## src/rtl/uart_tx.sv

```systemverilog
// 8N1 UART transmitter with an internal byte FIFO and a runtime-loadable bit period.
// Line changes one cycle after the popping edge; tx_wr_i is dropped silently when the FIFO is full.
module uart_tx #(
  parameter int BAUD_RATE  = 115200,
  parameter int CLK_FREQ   = 50000000,
  parameter int FIFO_DEPTH = 8
) (
  input  logic        clk,
  input  logic        rst_n,
  input  logic        wr_bit_period_i,
  input  logic [15:0] bit_period_i,
  input  logic        uart_tx_en,
  input  logic        tx_wr_i,
  input  logic [7:0]  tx_data_i,
  output logic        tx_full_o,
  output logic        tx_empty_o,
  output logic        tx_busy_o,
  output logic        uart_txd
);

  localparam int AW = $clog2(FIFO_DEPTH);
  localparam logic [15:0] DEFAULT_P = 16'(CLK_FREQ / BAUD_RATE - 1);
  localparam logic [AW:0] DEPTH_C = (AW + 1)'(FIFO_DEPTH);

  typedef enum logic [1:0] {IDLE, START, DATA, STOP} state_t;

  state_t       state, state_nxt;
  logic [15:0]  bit_period;
  logic [15:0]  cnt, cnt_nxt;
  logic [2:0]   idx, idx_nxt, idx_inc;
  logic [7:0]   sh, sh_nxt;
  logic         txd, txd_nxt;
  logic         pop, push;

  logic [7:0]   mem [FIFO_DEPTH];
  logic [AW-1:0] wptr, rptr;
  logic [AW:0]  count;

  assign tx_full_o  = (count == DEPTH_C);
  assign tx_empty_o = (count == '0);
  assign tx_busy_o  = (state != IDLE);
  assign uart_txd   = txd;
  assign push       = tx_wr_i && !tx_full_o;
  assign idx_inc    = idx + 3'd1;

  always_comb begin
    state_nxt = state;
    cnt_nxt   = cnt;
    idx_nxt   = idx;
    sh_nxt    = sh;
    txd_nxt   = txd;
    pop       = 1'b0;
    // A bit-period load aborts the frame in flight and suppresses any pop that edge
    if (wr_bit_period_i) begin
      state_nxt = IDLE;
      cnt_nxt   = '0;
      idx_nxt   = '0;
      txd_nxt   = 1'b1;
    end else begin
      case (state)
        IDLE: begin
          if (uart_tx_en && !tx_empty_o) begin
            pop       = 1'b1;
            sh_nxt    = mem[rptr];
            txd_nxt   = 1'b0;
            cnt_nxt   = bit_period;
            idx_nxt   = '0;
            state_nxt = START;
          end
        end
        START: begin
          if (cnt != '0) begin
            cnt_nxt = cnt - 16'd1;
          end else begin
            txd_nxt   = sh[0];
            cnt_nxt   = bit_period;
            state_nxt = DATA;
          end
        end
        DATA: begin
          if (cnt != '0) begin
            cnt_nxt = cnt - 16'd1;
          end else if (idx != 3'd7) begin
            idx_nxt = idx_inc;
            txd_nxt = sh[idx_inc];
            cnt_nxt = bit_period;
          end else begin
            txd_nxt   = 1'b1;
            cnt_nxt   = bit_period;
            state_nxt = STOP;
          end
        end
        STOP: begin
          if (cnt != '0) cnt_nxt = cnt - 16'd1;
          else           state_nxt = IDLE;
        end
        default: state_nxt = IDLE;
      endcase
    end
  end

  always_ff @(posedge clk) begin
    if (!rst_n) begin
      state      <= IDLE;
      cnt        <= '0;
      idx        <= '0;
      sh         <= '0;
      txd        <= 1'b1;
      bit_period <= DEFAULT_P;
      wptr       <= '0;
      rptr       <= '0;
      count      <= '0;
    end else begin
      state <= state_nxt;
      cnt   <= cnt_nxt;
      idx   <= idx_nxt;
      sh    <= sh_nxt;
      txd   <= txd_nxt;
      if (wr_bit_period_i) bit_period <= bit_period_i;
      if (push) wptr <= AW'(wptr + 1);
      if (pop)  rptr <= AW'(rptr + 1);
      case ({push, pop})
        2'b10:   count <= (AW + 1)'(count + 1);
        2'b01:   count <= (AW + 1)'(count - 1);
        default: count <= count;
      endcase
    end
  end

  always_ff @(posedge clk) begin
    if (rst_n && push) mem[wptr] <= tx_data_i;
  end

endmodule

```

## config.mk

```make
export PLATFORM = sky130hd
export DESIGN_NAME = uart_tx
export DESIGN_NICKNAME = d
export VERILOG_FILES = /design/src/rtl/uart_tx.sv
export SDC_FILE = /design/constraint.sdc
export NUM_CORES = 1
export LEC_CHECK = 0
export CORE_MARGIN = 10
export CORE_UTILIZATION = 64
export CTS_BUF_LIST = sky130_fd_sc_hd__clkbuf_8 sky130_fd_sc_hd__clkbuf_16
export CTS_CLUSTER_DIAMETER = 150
export CTS_CLUSTER_SIZE = 30
export DETAILED_ROUTE_END_ITERATION = 8
export GPL_TIMING_DRIVEN = 0
export HOLD_SLACK_MARGIN = 0.12
export PLACE_DENSITY_LB_ADDON = 0.2
export SLEW_MARGIN = 10
export SYNTH_ARGS = -nofsm -noshare
export SYNTH_HDL_FRONTEND = slang
export SYNTH_SLANG_ARGS = --single-unit
```

## constraint.sdc

```tcl
create_clock -name clk -period 10.8 [get_ports clk]
set_input_delay 3.24 -clock clk [delete_from_list [all_inputs] [get_ports clk]]
set_output_delay 3.24 -clock clk [all_outputs]
set_load 0.005 [all_outputs]
```

==> impl_metrics.yaml <==
worst_setup_path:
  cp.required_ns: 11.26
  cp-end-kind: "flip-flop"
  reg2reg_depth: 14
  critPathMaxFanout: 10
  start_kind: "input pin"
  worstPathArrival_ns: 6.37
  path_class: "input pin to flip-flop"
  r2r_slack_ns: 7.14
sta:
  tns_ns: 0
  max_clock_freq_ghz: 0.1692
  grt_setup_unrepaired: "false"
  finalMaxSlewViolations: 0
  setup_viol_count_final: 0
  slew_headroom_pct: 29.36
  fin_worst_skew_ns: 0.009580
  finalCritPeriodShare_pct: 54.71
  finalHoldViolCount: 0
  tightest_slew_ns: 1.046
  finalCriticalPeriod_ns: 5.909
clock_network:
  ctsResizeCount: 0
  cts_hold_buf: 0
  numClockSinks: 120
  cts_tree: "built"
  path_clk_slew_ns: 0.07
  worstSkewPairLatency_ns: 0.53
  cts.path.max_buffers: 2
  htreeDepth: 4
  clockRootBuffer: "clkbuf_8"
  numCtsBuffers: 17
  post_cts_buffers: 0
cells_and_area:
  utilization_pct: 78.83
  syn_to_final_growth_pct: 18.90
  multi_input_area_sq_um: 2283
  fin_nets: 546
  stdcell_area_sq_um: 6510
  n_fill_cell: 506
  final_cells: 621
  drive_gt1_share_pct: 13.57
  regArea_sq_um: 3043
  antenna_cells: 0
global_route:
  grt_max_degree: 17
  use_met3_pct: 6.177
  grt_use_met1_pct: 24.14
  grt.busiest_layer: "met2"
  antenna_found_initial: 0
  grt_overflow_total: 0
  grt_pass1_vias: 3906
  grt_pass1_wl_mm: 20.54
  track_usage_pct: 20.23
  globalRouteMet2Util_pct: 34.30
route:
  via_per_inst: 6.385
  avgRoutedWirePerCell_um: 20.74
  drtIter0Drc: 364
  dr.pass1.iters: 5
  drc: 0
  wl_mm: 12.88
  vias: 3965
  ant_nets: 0
logic_synthesis:
  synthDistinctLibCells: 56
  synth_seq_cells: 120
  ys.warnings.count: 0
  avgSynthCellArea_sq_um: 12.06
  synth-compound-area-share_pct: 11.77
  synth_edf_count: 64
  synthXorXnorAreaFrac_pct: 1.120
  synth.mux.area_fraction_pct: 12.39
  synthSimpleGateAreaFrac_pct: 12.80
  syn_inst: 454
  synth_fp_nets: 497
  synth_flop_cell: "edfxtp_1"
  synthAdderAreaFrac_pct: 3.336
  yosys-top-cells-area: "edfxtp_1 35%, dfxtp_1 20%, mux4_2 7.4%"
  synth_top_area_cell: "edfxtp_1"
  syn_area_sq_um: 5475
  async_flop_share_pct: 0
  synth_top_family_by_area: "simple AND/OR/NAND/NOR gates"
  seq_area_frac_synth_pct: 55.58
  synth_top_area_share_pct: 35.10
run:
  drv_cap: 0
die:
  rows: 33
  coreArea_sq_um: 8258
  die_area_sq_um: 12660
  start_util_pct: 66.30
  io_pins: 33
  die_y_um: 112.5
  die_w_um: 112.5
power_and_ir_drop:
  ir_drop_uv: 137.7
  power_density_nw_per_um2: 204.0
  power.leakage_nw: 2.413
  finalPower_mw: 1.328
placement:
  placed_cells: 589
  io_buffers: 30
  gp_congestion: 0.9018
  place_area_sq_um: 5907
  hpwl_mm: 8.636
status:
  status: "finished, final reports clean"
hold_path:
  holdPathStages: 2
  min_path_type: "flip-flop to flip-flop"
where the power goes:
group / switching (mW) / total [mW] / internal (mW) / leakage (nW)
clock: 0.237 / 0.555 / 0.318 / 0.282
sequential: 0.0201 / 0.523 / 0.503 / 1.04
combinational: 0.145 / 0.250 / 0.105 / 1.10
cell usage after synthesis, types with 3 or more instances:
cell type  number
inv_1          11
o21ai_0        10
nand3_1         5
clkbuf_1       14
ha_1           13
o21ai_1         6
nand2_1        42
nand4_1         3
buf_2           6
nor2b_1        21
dfxtp_1        56
nor3_1         12
buf_1           4
o211a_1         8
a32oi_1         3
o221ai_1        3
edfxtp_1       64
nor2_1         24
mux2i_1        25
xnor2_1         5
a21boi_0        3
a21oi_1        22
and2_1          9
and3_1          4
mux4_2         18
o22ai_1         8
o211ai_1        3
o31a_1          4
a221oi_1        3
nand2b_1        6
layout by cell type (no fill, tap or decap), drive strengths merged, types with 3 or more instances in the layout:
master / count
xnor2: 5
nand2: 42
dfxtp: 56
inv: 21
nor2: 25
mux4: 18
o211a: 8
a221oi: 4
or3: 3
nor2b: 21
o221ai: 3
nor3: 12
clkdlybuf4s50: 30
o211ai: 3
o31a: 4
o22ai: 8
a32oi: 3
buf: 13
a21oi: 23
nand3: 5
mux2i: 25
nand2b: 6
and3: 4
and2: 9
o21ai: 16
clkbuf: 31
ha: 13
nand4: 3
edfxtp: 64
a21boi: 3
area by class of cell:
cell class / count / area share (%)
flip-flops and latches: 120 / 46.74
plain buffers: 27 / 1.903
clock inverters: 15 / 2.652
multi-input cells: 296 / 35.08
well taps: 105 / 2.018
repair buffers: 30 / 4.613
clock buffers: 17 / 6.362
inverters: 11 / 0.6342
worst paths after layout:
| kind | from | endpoint |
|---|---|---|
| setup reg to reg | state[0] | count[3] |
| setup / recovery | uart_tx_en | count[3] |
| hold reg to reg | idx[2] | idx[2] |
| hold / removal | idx[2] | idx[2] |
logic make-up after synthesis:
logic type / count (synthesis)
buf+inv: 38
xor+xnor: 7
simple gates: 138
compound gates: 92
fa+ha+maj: 14
mux: 45
flops: 120
state kept, by name, indices dropped and copies added, names as in the netlist:
name and flops:
idx 3, state 2, rptr 3, mem 64, cnt 16, uart_txd 1, wptr 3, bit_period 16
count 4, sh 8
per-layer routing:
metal  up-vias  share of wire, %
met2       160                51
met5         -                 0
met1      1968                41
met4         0               1.9
li1       1808                 -
met3        29               6.7
stage by stage:
step	hold WS [ns]	setup WS, ns
floorplan	0.4350	5.188
finish	0.4623	4.891
global placement	0.4446	4.491
global route	0.5005	4.716
CTS	0.4638	4.936
detailed placement	0.4554	4.395
worst max-delay path, stage by stage:
cell             delay (ns)
clkdlybuf4s50_1        0.47
o41ai_1                0.18
nor3_1                 0.24
buf_2                  0.28
buf_1                  0.47
ha_1                   0.30
ha_1                   0.25
a21o_1                 0.18
a21oi_1                0.18
xnor2_1                0.10
or3_1                  0.31
a21boi_0               0.16
Power figures use the tool's default switching activity.
